==> config.mk <==
export PLATFORM = sky130hd
export DESIGN_NAME = pp_column_loader
export DESIGN_NICKNAME = d
export VERILOG_FILES = /design/src/rtl/pp_column_loader.sv
export SDC_FILE = /design/constraint.sdc
export NUM_CORES = 1
export LEC_CHECK = 0
export CAP_MARGIN = 20
export CELL_PAD_IN_SITES_DETAIL_PLACEMENT = 1
export CELL_PAD_IN_SITES_GLOBAL_PLACEMENT = 2
export CORE_MARGIN = 5
export CORE_UTILIZATION = 29
export CTS_BUF_LIST = sky130_fd_sc_hd__clkbuf_16
export CTS_CLUSTER_SIZE = 30
export DETAILED_ROUTE_END_ITERATION = 6
export PLACE_DENSITY_LB_ADDON = 0.12
export SETUP_SLACK_MARGIN = 0.15
export SLEW_MARGIN = 0
export SYNTH_ARGS = -nofsm -noshare
export SYNTH_HDL_FRONTEND = slang
export SYNTH_SLANG_ARGS = --single-unit
==> constraint.sdc <==
create_clock -name clk -period 1.65 [get_ports clk]
set_input_delay 0.165 -clock clk [delete_from_list [all_inputs] [get_ports clk]]
set_output_delay 0.165 -clock clk [all_outputs]
set_load 0.1 [all_outputs]
==> src/rtl/pp_column_loader.sv <==
`default_nettype none
// ============================================================================
// Module   : pp_column_loader
// Brief    : Serial-to-parallel loader for the 2N-1 partial-product columns of
//            an NxN product, with frame counting and optional snapshot bank.
//            Optional feature macro: PP_LOADER_SNAPSHOT_EN
// Revision : 1.0 - initial release
// ============================================================================
module pp_column_loader #(
    parameter int N      = 27,
    parameter int FCNT_W = 8
) (
    input  logic                      clk,
    input  logic                      rst,
    input  logic                      shift_en,
    input  logic [2*N-2:0]            src_in,
    output logic [N*N-1:0]            pp_out,
    output logic                      frame_valid,
    output logic                      busy,
    output logic [$clog2(N+1)-1:0]    fill_level,
    output logic [FCNT_W-1:0]         frame_cnt
);

    localparam int c_cols = 2*N - 1;
    localparam int c_bits = N*N;
    localparam int c_fl_w = $clog2(N+1);
    localparam logic [c_fl_w-1:0] c_fill_last = c_fl_w'(N-1);

    localparam logic [0:0] c_st_idle = 1'b0;
    localparam logic [0:0] c_st_fill = 1'b1;

    function automatic int col_depth(input int c);
        return ((c + 1) < (2*N - 1 - c)) ? (c + 1) : (2*N - 1 - c);
    endfunction

    function automatic int col_off(input int c);
        int s;
        s = 0;
        for (int k = 0; k < c; k++) s += col_depth(k);
        return s;
    endfunction

    logic [0:0]          r_state;
    logic [0:0]          w_state_next;
    logic [c_fl_w-1:0]   r_fill;
    logic [c_fl_w-1:0]   w_fill_next;
    logic                w_complete;
    logic                r_valid;
    logic [FCNT_W-1:0]   r_fcnt;
    logic [c_bits-1:0]   r_bank;
    logic [c_bits-1:0]   w_bank_shifted;

    // Each column is a shift register whose newest bit sits at its lowest offset
    generate
        for (genvar c = 0; c < c_cols; c++) begin : g_col
            localparam int c_d = col_depth(c);
            localparam int c_o = col_off(c);
            if (c_d == 1) begin : g_single
                assign w_bank_shifted[c_o] = src_in[c];
            end else begin : g_multi
                assign w_bank_shifted[c_o +: c_d] = {r_bank[c_o +: c_d-1], src_in[c]};
            end
        end
    endgenerate

    always_ff @(posedge clk) begin
        if (rst) begin
            r_state <= c_st_idle;
        end else begin
            r_state <= w_state_next;
        end
    end

    // A completing shift always lands in IDLE; for N=1 that is every shift
    always_comb begin
        w_state_next = r_state;
        if (shift_en) begin
            w_state_next = w_complete ? c_st_idle : c_st_fill;
        end
    end

    always_comb begin
        w_complete  = shift_en && (r_fill == c_fill_last);
        w_fill_next = r_fill;
        if (shift_en) begin
            w_fill_next = w_complete ? '0 : r_fill + 1'b1;
        end
    end

    always_ff @(posedge clk) begin
        if (rst) begin
            r_fill  <= '0;
            r_valid <= 1'b0;
            r_fcnt  <= '0;
            r_bank  <= '0;
        end else begin
            r_fill  <= w_fill_next;
            r_valid <= w_complete;
            if (w_complete) r_fcnt <= r_fcnt + 1'b1;
            if (shift_en)   r_bank <= w_bank_shifted;
        end
    end

`ifdef PP_LOADER_SNAPSHOT_EN
    logic [c_bits-1:0] r_snap;

    always_ff @(posedge clk) begin
        if (rst) begin
            r_snap <= '0;
        end else if (w_complete) begin
            r_snap <= w_bank_shifted;
        end
    end

    assign pp_out = r_snap;
`else
    assign pp_out = r_bank;
`endif

    assign frame_valid = r_valid;
    assign busy        = (r_state == c_st_fill);
    assign fill_level  = r_fill;
    assign frame_cnt   = r_fcnt;

endmodule
`default_nettype wire
==> results.md, run 1 <==
* Status: completed
* Tot GR Track Use at 0.192
* Leak at 19.6 nW
* Post-synthesis average cell area at 10.7 um2
* Starting Density at 0.293
* Max Slew Vio Count at 0
* Dpl ws at -30.5 ps
* IO Port Bufs at 799
* First-pass GRT wire length at 141 mm
* RSZ-0062 raised after global routing: yes
* Count of cell types in the netlist at 25
* Sequential-to-total area share from yosys stat at 0.572
* Minimum clock period after layout at 1480 ps
* Synth Cell Area at 0.0260 mm2
* Mapped Nets at 2486
* Fin cells at 4436
* Worst slew pin tran at 510 ps
* Flops & latches, synth at 744
* CP arrival at 2020 ps
* Critical path endpoint category: flop
* Die area at 0.0958 mm2
* Largest net degree at the start of global routing at 109
* Setup violators final at 0
* Final period util at 0.896
* Die H at 310 um
* Max VDD drop at 0.710 mV
* Vias in the first global route at 21477
* CP max FO at 8
* YS warnings at 0
* Setup Crit Path Kind: flop to flop
* Slew margin rel. at 0.660
* Row count at 109
* Share of post-route cells with drive strength above 1 at 0.310
* CTS Buf Count at 87
* Cell Count Post-Placement at 4281
* Nets at 3266
* Routability cong. at 0.791
* First-pass DRT Iterations at 4
* Area delta synth->final at 76.2%
* Hold slack at 46.9 ps
* DRC viols at 0
* Maxcap violations at 0
* Grt ovf at 0
* Clk slew on worst S/H paths at 60 ps
* # clock sinks at 744
* Final Power at 40.2 mW
* Ports at 800
* Core Footprint at 0.0888 mm2
* DR WL/cell at 21.7 um
* Die width at 310 um
* Slack of the critical path at 172 ps
* Via count at 20219
* Maximum level of the CTS H-tree at 3
* Antenna-violating nets left at 0
* Longest Clk Path Bufs at 3
* CP Launch Type: flop
* Post-Route WL at 96.2 mm
* DR iter-0 viols at 777
* Synth Instances at 2427
* Hold WC Path Type: input port to flop
* Vias/cell at 4.56
* Detail Placement HPWL at 73.4 mm
* Final Skew at 16.5 ps
* Pwr dens at 876 mW/mm2
* Clock Latency Late Sink at 640 ps
* Max Fclk at 676 MHz
* CTS tree: yes
* Hold Fails Final Rpt at 0
* Clock root cell: clkbuf_16
* Initial antenna violation count at 1
* Data required time of the critical path at 2190 ps
-- Yosys cell counts, drive strengths merged --
cell type	count	area share
mux2i	729	0.28
xor2	3	0.0010
o31ai	4	0.0012
inv	3	0.00043
ha	3	0.0014
buf	91	0.017
mux2	1	0.00043
nand2	3	0.00043
nand4	4	0.00096
nor2	732	0.11
or3	3	0.00072
or4	4	0.0012
clkbuf	75	0.011
dfxtp	744	0.57
nor3	5	0.00096
nand3	4	0.00077
o21ai	3	0.00058
nand2b	2	0.00048
nor2b	1	0.00024
nand4b	1	0.00034
nand3b	2	0.00058
a21oi	9	0.0017
nor4	1	0.00024
-- flip-flops by register name, indices dropped and copies added (netlist names) --
signal / count
busy: 1
frame_valid: 1
pp_out: 729
frame_cnt: 8
fill_level: 5
-- area by class of cell --
class / instances / area, um2
clock inverter: 65 / 528
timing repair buffer: 857 / 16200
fill: 8793 / 42900
sequential: 744 / 15000
multi-input combinational: 1514 / 10400
antenna: 1 / 2.50
clock buffer: 87 / 2180
inverter: 3 / 13.8
tap: 1165 / 1460
-- cells in the final DEF, fill, tap and decap left out, types with 3 or more instances in the layout --
cell type	instances
mux2i_1	729
dfxtp_4	11
inv_1	28
nand4_1	4
bufinv_16	6
buf_4	30
dfxtp_2	85
dfxtp_1	648
a21oi_1	9
nor2_1	732
clkdlybuf4s50_1	53
clkbuf_16	87
o31ai_1	4
nor3_1	5
or3_1	3
nand3_1	3
clkinv_2	9
xor2_1	3
buf_12	770
o21ai_0	3
or4_1	4
clkinv_1	17
-- repair_timing --
| action | CTS | global route |
|---|---|---|
| setup buffers | 1 | 0 |
| gates resized for setup | 60 | 27 |
| gates cloned | 0 | 0 |
| hold buffers | 1 | 0 |
| endpoints found under the setup margin | 70 | 28 |
| hold endpoints to repair | 3 | 0 |
-- through the flow --
step                      setup TNS [ps]  cell area [um2]  utilization
after floorplan                        0            26100            -
after global placement                 0            43000        0.484
after detailed placement           -30.5            43000        0.484
after CTS                              0            45800        0.516
after global routing                   0            45900        0.517
final                                  0            45900        0.517
-- worst paths after layout --
check / endpoint / slack [ps] / startpoint / cells past startpoint
max reg2reg: frame_cnt[3] / 170 / fill_level[0] / 5
min reg2reg: frame_cnt[6] / 510 / frame_cnt[6] / 2
max: frame_cnt[3] / 170 / fill_level[0] / 5
min: fill_level[0] / 50 / shift_en / 4
-- where the power goes --
part           switching, mW  total, mW  leakage (nW)  internal, mW
Sequential             0.226       18.3          6.06          18.1
Clock                   7.79       18.3          1.42          10.5
Combinational           2.16       3.48          12.1          1.32
Total                   10.2       40.2          19.6          30.0
-- worst max-delay path, stage by stage, from the launching register on --
cell,delay (ps)
dfxtp_4,370
inv_4,70
ha_4,150
nand2_2,110
or4_1,520
a21oi_1,180
-- cell families (layout without fill, tap and decap cells) --
| kind of cell | count (synthesis) | after routing | synth area share |
|---|---|---|---|
| other | 0 | 1 | 0 |
| flip-flops | 744 | 744 | 0.572 |
| buffers and inverters | 169 | 1012 | 0.0286 |
| multiplexers | 730 | 730 | 0.281 |
| AO/OA/AOI/OAI | 16 | 16 | 0.00346 |
| AND/OR/NAND/NOR | 762 | 762 | 0.112 |
| adder cells (fa/ha/maj) | 3 | 3 | 0.00144 |
| XOR/XNOR | 3 | 3 | 0.00101 |
-- layer usage --
metal  part of all wire  global-route usage  routed length, um
met5                  0                   0                  0
met4              0.030              0.0594               2910
met3              0.080              0.0685               7700
met2               0.54               0.364              51700
met1               0.35               0.198              33900
No activity file was read; power rests on OpenSTA's default activity.
==> inputs of run 2 (changes only) <==
Settings changed: PLACE_DENSITY from default to 0.77, PLACE_DENSITY_LB_ADDON 0.12 to default.
==> results.md, run 2 (synthesis gave the netlist of run 1 again) <==
* IO Port Bufs at 799 (unchanged)
* Die H at 310 um (unchanged)
* RSZ-0062 raised after global routing: yes (unchanged)
* Initial antenna violation count at 1 (unchanged)
* Dpl ws at 156 ps (was -30.5 ps)
* Final period util at 0.925 (was 0.896)
* Starting Density at 0.293 (unchanged)
* Routability cong. at 0.809 (was 0.791)
* Pwr dens at 858 mW/mm2 (was 876 mW/mm2)
* Cell Count Post-Placement at 4290 (was 4281)
* Largest net degree at the start of global routing at 107 (was 109)
* Tot GR Track Use at 0.194 (was 0.192)
* Data required time of the critical path at 2210 ps (was 2190 ps)
* Setup violators final at 0 (unchanged)
* Setup Crit Path Kind: flop to flop (unchanged)
* Placed Instance Area at 0.0431 mm2 (was 0.0430 mm2)
* Layout filler cell count at 8840 (was 8793)
* TNS Setup at 0 ps (unchanged)
* CP Launch Type: flop (unchanged)
* Core Footprint at 0.0888 mm2 (unchanged)
* Clk slew on worst S/H paths at 60 ps (about the same)
* Maxcap violations at 0 (unchanged)
* Detail Placement HPWL at 73.8 mm (was 73.4 mm)
* Longest Clk Path Bufs at 3 (unchanged)
* Status: completed (unchanged)
* CP arrival at 2080 ps (was 2020 ps)
* Clock Latency Late Sink at 650 ps (was 640 ps)
* Leak at 19.6 nW (about the same)
* Hold Fails Final Rpt at 0 (unchanged)
* Register Area at 0.0152 mm2 (was 0.0150 mm2)
* Via count at 20546 (was 20219)
* Nets at 3274 (was 3266)
* Die area at 0.0958 mm2 (unchanged)
* Area delta synth->final at 76.8% (was 76.2%)
* Maximum level of the CTS H-tree at 3 (unchanged)
* Most frequent cells in the layout: buf_12 (773), nor2_1 (732), mux2i_1 (729), dfxtp_1 (510), dfxtp_2 (217) (was buf_12 (770), nor2_1 (732), mux2i_1 (729), dfxtp_1 (648), clkbuf_16 (87))
* Footprint of the multi-input gates at 0.0104 mm2 (about the same)
* Max Fclk at 655 MHz (was 676 MHz)
* DR iter-0 viols at 830 (was 777)
* Slew margin rel. at 0.634 (was 0.660)
* # clock sinks at 744 (unchanged)
* Row count at 109 (unchanged)
* Max VDD drop at 0.714 mV (was 0.710 mV)
* Vias in the first global route at 22067 (was 21477)
* First-pass DRT Iterations at 4 (unchanged)
* Max reg flops at 729 (unchanged)
* CTS Buf Count at 85 (was 87)
* Max Slew Vio Count at 0 (unchanged)
* Slack of the critical path at 124 ps (was 172 ps)
* Hold slack at 128 ps (was 46.9 ps)
* Grt ovf at 0 (unchanged)
* Fin cells at 4446 (was 4436)
* Clock root cell: clkbuf_16 (unchanged)
* N_diodes at 0 (was 1)
* First-pass GRT wire length at 143 mm (was 141 mm)
* DR WL/cell at 21.9 um (was 21.7 um)
* Share of post-route cells with drive strength above 1 at 0.353 (was 0.310)
* CP max FO at 8 (unchanged)
* Vias/cell at 4.62 (was 4.56)
* DRC viols at 0 (unchanged)
* Hold WC Path Type: input port to flop (unchanged)
* Worst slew pin tran at 550 ps (was 510 ps)
* Minimum clock period after layout at 1530 ps (was 1480 ps)
* CTS tree: yes (unchanged)
* Final Power at 39.5 mW (was 40.2 mW)
* Final Skew at 24.7 ps (was 16.5 ps)
* Antenna-violating nets left at 0 (unchanged)
* Fin util at 0.518 (was 0.517)
* Die width at 310 um (unchanged)
* Post-Route WL at 97.3 mm (was 96.2 mm)
* Critical path endpoint category: flop (unchanged)
* Commonest non-fill, non-tap cell in the layout: buf_12 (unchanged)
* Ports at 800 (unchanged)
* Post-route cell area at 0.0460 mm2 (was 0.0459 mm2)
[run 2: critical path, stage by stage (launching register included)]
cell	delay (ps)
dfxtp_4	370
inv_2	90
ha_4	160
nand2_2	100
or4_1	560
a21oi_1	190
[run 2: cell type report]
type	count	area share
clock buffers	87	0.0473
clock inverters	66	0.00848
inverters	3	0.000245
multi-input cells	1514	0.226
flip-flops and latches	744	0.331
well taps	1165	0.0317
repair buffers	867	0.355
[run 2: final timing paths]
| kind | from | end | slack, ps | cells past startpoint |
|---|---|---|---|---|
| setup reg to reg | fill_level[0] | frame_cnt[3] | 120 | 5 |
| hold reg to reg | pp_out[728] | pp_out[728] | 500 | 2 |
| setup / recovery | fill_level[0] | frame_cnt[3] | 120 | 5 |
| hold / removal | src_in[15] | pp_out[120] | 130 | 3 |
[run 2: what timing repair did]
action                                  4_1_cts  5_1_grt
setup buffers                                 0        1
resized for setup                           142       87
endpoints found under the setup margin      138       91
endpoints found under the hold margin        27        0
hold buffers                                  2        0
gates cloned                                  0        0
[run 2: power by group]
group | total (mW) | switching [mW] | internal (mW)
Combinational | 3.52 | 2.18 | 1.34
Clock | 17.6 | 7.61 | 9.99
Sequential | 18.3 | 0.230 | 18.1
Total | 39.5 | 10.0 | 29.4
[run 2: layer usage]
metal  GRT usage  vias up  share of wire
li1            -     9681              -
met1       0.196    10113           0.35
met2       0.360      551           0.53
met3      0.0610      201          0.067
met4      0.0931        0          0.053
met5           0        -              0
==> inputs of run 3 (changes only) <==
Settings changed: HOLD_SLACK_MARGIN from default to 0.06.
==> results of run 3 <==
Final layout, timing and power as in run 2 (identical DEF).
